File: src/rtl/imm_ext_pipe.sv
// imm_ext_pipe: pipelined immediate-extension unit (decode -> ALU operand mux).
//   Widens an IN_W-bit immediate to OUT_W bits in zero / sign / upper / branch mode.
//   Result is registered (latency 1) behind an output register plus a one-entry
//   skid register, giving full throughput under back-pressure.
// Ports:
//   clk, rst_n           clock, asynchronous active-low reset
//   in_valid/in_ready    input handshake; in_imm[IN_W], in_mode[2] (00 zero, 01 sign,
//                        10 upper, 11 branch = sign-extended << SHIFT)
//   out_valid/out_ready  output handshake; out_data[OUT_W], out_neg = out_data MSB
//   stat_clr, stat_neg_cnt[16]  present only with IMMEXT_STATS_EN defined:
//                        saturating count of output transfers with out_neg=1
// Optional feature macro: IMMEXT_STATS_EN
module imm_ext_pipe #(
    parameter int unsigned IN_W  = 16,
    parameter int unsigned OUT_W = 32,
    parameter int unsigned SHIFT = 2
) (
    input  logic             clk,
    input  logic             rst_n,
`ifdef IMMEXT_STATS_EN
    input  logic             stat_clr,
    output logic [15:0]      stat_neg_cnt,
`endif
    input  logic             in_valid,
    output logic             in_ready,
    input  logic [IN_W-1:0]  in_imm,
    input  logic [1:0]       in_mode,
    output logic             out_valid,
    input  logic             out_ready,
    output logic [OUT_W-1:0] out_data,
    output logic             out_neg
);

    localparam int unsigned UP_SH = OUT_W - IN_W;

    logic [OUT_W-1:0] zext_c;
    logic [OUT_W-1:0] sext_c;
    logic [OUT_W-1:0] ext_c;

    logic             out_valid_q, out_valid_d;
    logic [OUT_W-1:0] out_data_q,  out_data_d;
    logic             out_neg_q,   out_neg_d;
    logic             sr_valid_q,  sr_valid_d;
    logic [OUT_W-1:0] sr_data_q,   sr_data_d;
    logic             in_ready_q,  in_ready_d;

    logic in_xfer_c;
    logic or_free_c;

    // Extension of the incoming immediate
    always_comb begin
        zext_c = OUT_W'(in_imm);
        sext_c = OUT_W'($signed(in_imm));
        ext_c  = zext_c;
        case (in_mode)
            2'b00:   ext_c = zext_c;
            2'b01:   ext_c = sext_c;
            2'b10:   ext_c = zext_c << UP_SH;
            default: ext_c = sext_c << SHIFT;
        endcase
    end

    assign in_xfer_c = in_valid & in_ready_q;
    // OR can take a new value if empty or handing its beat off this cycle
    assign or_free_c = ~out_valid_q | out_ready;

    // Output / skid register next state
    always_comb begin
        out_valid_d = out_valid_q;
        out_data_d  = out_data_q;
        sr_valid_d  = sr_valid_q;
        sr_data_d   = sr_data_q;

        if (out_valid_q && out_ready) begin
            out_valid_d = 1'b0;
        end

        // Skid contents advance first so ordering is preserved
        if (sr_valid_q && or_free_c) begin
            out_valid_d = 1'b1;
            out_data_d  = sr_data_q;
            sr_valid_d  = 1'b0;
        end

        if (in_xfer_c) begin
            if (!sr_valid_q && or_free_c) begin
                out_valid_d = 1'b1;
                out_data_d  = ext_c;
            end else begin
                sr_valid_d = 1'b1;
                sr_data_d  = ext_c;
            end
        end

        out_neg_d  = out_data_d[OUT_W-1];
        in_ready_d = ~sr_valid_d;
    end

    // Pipeline state
    always_ff @(posedge clk or negedge rst_n) begin
        if (!rst_n) begin
            out_valid_q <= 1'b0;
            out_data_q  <= '0;
            out_neg_q   <= 1'b0;
            sr_valid_q  <= 1'b0;
            sr_data_q   <= '0;
            in_ready_q  <= 1'b1;
        end else begin
            out_valid_q <= out_valid_d;
            out_data_q  <= out_data_d;
            out_neg_q   <= out_neg_d;
            sr_valid_q  <= sr_valid_d;
            sr_data_q   <= sr_data_d;
            in_ready_q  <= in_ready_d;
        end
    end

    assign in_ready  = in_ready_q;
    assign out_valid = out_valid_q;
    assign out_data  = out_data_q;
    assign out_neg   = out_neg_q;

`ifdef IMMEXT_STATS_EN
    logic [15:0] stat_cnt_q, stat_cnt_d;

    // Saturating negative-result counter; clear wins over increment
    always_comb begin
        stat_cnt_d = stat_cnt_q;
        if (stat_clr) begin
            stat_cnt_d = '0;
        end else if (out_valid_q && out_ready && out_neg_q && (stat_cnt_q != 16'hFFFF)) begin
            stat_cnt_d = stat_cnt_q + 16'd1;
        end
    end

    always_ff @(posedge clk or negedge rst_n) begin
        if (!rst_n) begin
            stat_cnt_q <= '0;
        end else begin
            stat_cnt_q <= stat_cnt_d;
        end
    end

    assign stat_neg_cnt = stat_cnt_q;
`endif

endmodule

File: config.mk
export PLATFORM = sky130hd
export DESIGN_NAME = imm_ext_pipe
export DESIGN_NICKNAME = d
export VERILOG_FILES = /design/src/rtl/imm_ext_pipe.sv
export SDC_FILE = /design/constraint.sdc
export NUM_CORES = 1
export LEC_CHECK = 0
export BUFFER_PORTS_ARGS = -buffer_cell sky130_fd_sc_hd__buf_4
export CORE_ASPECT_RATIO = 1.25
export CORE_MARGIN = 1.5
export CORE_UTILIZATION = 45
export DETAILED_ROUTE_END_ITERATION = 12
export GPL_TIMING_DRIVEN = 0
export PLACE_DENSITY = 0.68
export SLEW_MARGIN = 20
export SYNTH_ARGS = -nofsm -noshare
export SYNTH_HDL_FRONTEND = slang
export SYNTH_SLANG_ARGS = --single-unit
File: constraint.sdc
create_clock -name clk -period 3.05 [get_ports clk]
set_input_delay 0.61 -clock clk [delete_from_list [all_inputs] [get_ports clk]]
set_output_delay 0.61 -clock clk [all_outputs]
set_load 0.1 [all_outputs]
## Word-level counts from Yosys, hierarchy flattened

Cells that the tools add are included.
Widths: inputs -> output; s select.

- Register bits after elaboration: 68
- Bits of input ports: 22
- Output and inout bits: 35

- Equal/unequal tests: 2
- Multiplexer cells: 11
- Bitwise logic cells: 5
- Reduce and logical (&&, ||, !) cells: 6

Operator list:

| operator | number |
|---|---|
| $mux 32 | 3 |
| $pmux 32 s3 | 1 |
| $mux 1 | 7 |
| $logic_and 1x1->1 | 3 |
| $not 1->1 | 3 |
| $eq 2x1->1 const B | 1 |
| $eq 2x2->1 const B | 1 |
| $logic_not 2->1 | 1 |
| $reduce_and 2->1 | 1 |
| $and 1x1->1 | 1 |
| $logic_not 1->1 | 1 |
| $or 1x1->1 | 1 |

## Logic depth before layout (Yosys ltp)

- Depth in word-level cells: 7
- Mapped depth: 6

## Worst setup path after synthesis

Ideal clock, no wire load.

- Path type: register to register
- From: reg out_valid_q, in the netlist out_valid
- To: reg out_data_q[31], in the netlist out_data[31]
- Setup time: 130 ps
- Arrival time: 1927 ps
- Data required time: 2920 ps
- Setup slack: 993 ps
- Cell stages (with the launch flop): 7
- Clock period less this slack: 2057 ps
- Cell sequence: dfrtp_1 > nor2b_4 > nand2b_1 > buf_2 > buf_6 > mux2i_1 > mux2i_1

- Word-level cells in the longest chain between the ends: 6
- Elaborated cells on any way between the ends: 7
- Classes of those cells: mux (3); bitwise (2); reduce/logical (2)

Ends and longest elaborated chain:

| element | RTL line | source |
|---|---|---|
| start: declaration | 40 | `logic out_valid_q, out_valid_d;` |
| start signal: assignment | 109 | `out_valid_q <= out_valid_d;` |
| $not 1->1 (*) | 65 | `assign or_free_c = ~out_valid_q \| out_ready;` |
| $or 1x1->1 (*) | 65 |  |
| $logic_and 1x1->1 | 79 | `if (sr_valid_q && or_free_c) begin` |
| $mux 32 | 79 |  |
| $mux 32 | 86 | `if (!sr_valid_q && or_free_c) begin` |
| $mux 32 (*) | 85 | `if (in_xfer_c) begin` |
| net out_data_d[31] | 41 | `logic [OUT_W-1:0] out_data_q, out_data_d;` |
| end signal: assignment | 110 | `out_data_q <= out_data_d;` |
| end: declaration | 41 |  |

The timed path passes the listed nets; every way through them passes the cells marked *.
A chain may end at the register's enable or synchronous reset.

## Final worst setup path

- From: reg in_ready_q, in the netlist in_ready
- To: out in_ready

RTL lines:

| element | RTL line | source |
|---|---|---|
| start: declaration | 45 | `logic in_ready_q, in_ready_d;` |
| start signal: assignment | 114 | `in_ready_q <= in_ready_d;` |
| end: declaration | 25 | `output logic in_ready,` |

No word-level cell between the ends.

==> impl_metrics.tcl <==
set metrics [dict create \
    required_ns 2.44 \
    wl_per_cell_um 16.0 \
    yosys_warnings 0 \
    final_cell_mix "66 x dfrtp_1, 61 x mux2i_1, 58 x buf_4, 37 x nand2_1, 28 x o21ai_0" \
    synthDistinctLibCells 24 \
    slowest_delay_ns 0.53 \
    critical_path.cell_chain "buf_4" \
    fin_crit_ns 1.75 \
    cts.clk_slew.worst_paths_ns 0.06 \
    post_cts_resized 0 \
    diodes 0 \
    grt_pass1_wl_um 11000 \
    syn-num-nets 292 \
    die_width_um 76.7 \
    drive_gt1_share_pct 26.1 \
    die_h_um 95.1 \
    ant_nets 0 \
    hold_path_class "input port to asynchronous set/reset pin" \
    end_kind "primary output" \
    setup_viol 0 \
    post-route-period-util_pct 57.4 \
    synth_area_um2 3060 \
    syn_area_per_cell_um2 11.3 \
    drt_first_iter_violations 119 \
    start_util_pct 46.6 \
    tightest_slew_ns 0.812 \
    vias 2214 \
    fin_tns_setup_ns 0 \
    synth_seq_cells 67 \
    crit_cells 1 \
    cts_setup_buffers 0 \
    insertion_delay_ns 0.34 \
    globalplace.congestion 0.777 \
    status "completed" \
    cts_root_buf "clkbuf_8" \
    cts_max_path_buffers 2 \
    critPathArrivalTime_ns 1.14 \
    cp-startpoint "in_ready" \
    finalWirelength_um 6840 \
    worst_slack_ns 1.30 \
    grt_pass1_vias 2167 \
    yosysSeqAreaShare_pct 54.9 \
    final_hold_viol_count 0 \
    antenna_found_initial 0 \
    cpMaxStageDelayCell "dfstp_2" \
    num_rows 33 \
    grt_max_degree 68 \
    nNetsFinal 358 \
    grt_overflow 0 \
    vias_per_cell 5.17 \
    rsz0062_at_grt "false" \
    cts_hold_buf 0 \
    start_kind "register" \
    io_buffer_count 55 \
    crit_path_max_fanout 2 \
    syn2layout_area_growth_pct 23.4 \
    dieArea_um2 7300 \
    final_common_cell "dfrtp_1" \
    cts_inserted_buffers 9 \
    pre_cts_slack_ns 1.21 \
    htreeDepth 3 \
    cts_tree "yes" \
    dr.pass1.iters 4 \
    slew_headroom_pct 45.9 \
    crit_buf_inv 1 \
    route.detailed.drc 0 \
    cap_violations 0 \
    synth_cells 270 \
    ioPinCount 57 \
    reg2reg_depth 5 \
    cts_num_sinks 67 \
    dp_hpwl_um 4820 \
    worstReg2RegStart "out_valid" \
    fin_skew_ns 0.00743 \
    grt_usage_pct 20.1 \
    fmax_mhz 571 \
    critPathTopFamily "flip-flops" \
    coreArea_um2 6570 \
    path_class "register to primary output" \
    slew_violations 0 \
]
logic make-up after synthesis:
group,Yosys count,share of synthesized area [%]
AOI/OAI and AO/OA,66,11.7
buffers and inverters,23,4.99
DFF,67,54.9
muxes,64,21.1
and+or+nand+nor,50,7.29
stage by stage:
step	hold WS, ns	util [%]	area [um2]	cells
final	0.365	57.5	3770	428
after global routing	0.437	57.5	3770	428
after CTS	0.401	57.5	3770	428
after detailed placement	0.470	54.5	3580	412
after global placement	0.461	54.5	3580	412
after floorplan	0.314	-	3060	270
routing by layer:
metal  vias to the layer above  routed length [um]  GRT usage (%)
met2                        49                3380           33.4
met1                      1074                3010           25.4
met5                         -                   0              0
met4                         0                 138           8.80
li1                       1079                   -              -
met3                        12                 313           4.21
final cells by class:
class	instances	area, um2
plain buffers	21	145
clock buffers	11	141
clock inverters	5	52.6
fillers	572	2790
inverters	2	7.51
multi-input cells	180	1230
flip-flops and latches	67	1680
well taps	87	109
repair buffers	55	413
Yosys cell counts:
library cell  count  area, um2
a22oi_1           9       67.6
dfrtp_1          66       1650
or3_1             1       6.26
buf_2             2       10.0
nand2b_1          1       6.26
nand2_1          37        139
mux2_2            2       22.5
inv_1             1       3.75
clkbuf_1          9       33.8
a21oi_1          24        120
inv_2             1       3.75
and2_1            2       12.5
o21ai_1           4       20.0
mux2i_1          61        611
o21bai_2          1       11.3
mux2_1            1       11.3
nor2_2            1       6.26
buf_4             3       22.5
o21ai_0          28        140
nor2_1            2       7.51
and3_1            5       31.3
buf_6             7       78.8
nor2b_4           1       13.8
dfstp_2           1       26.3
state kept, by name (all words and copies together) (netlist names):
signal and cells:
in_ready 1, out_data 32, out_valid 1, sr_data_q 32
sr_valid_q 1
final timing paths:
check	slack [ns]	to
worst max-delay path	1.30	in_ready
worst min-delay path	0.37	sr_valid_q
worst max register to register	1.47	sr_data_q[29]
worst min register to register	0.48	sr_data_q[4]
max in group asynchronous	2.16	sr_data_q[13]
min in group clk	0.48	sr_data_q[4]
Power is not shown: default switching activity piles up to over one toggle a cycle in this logic, so the estimate is an artifact.
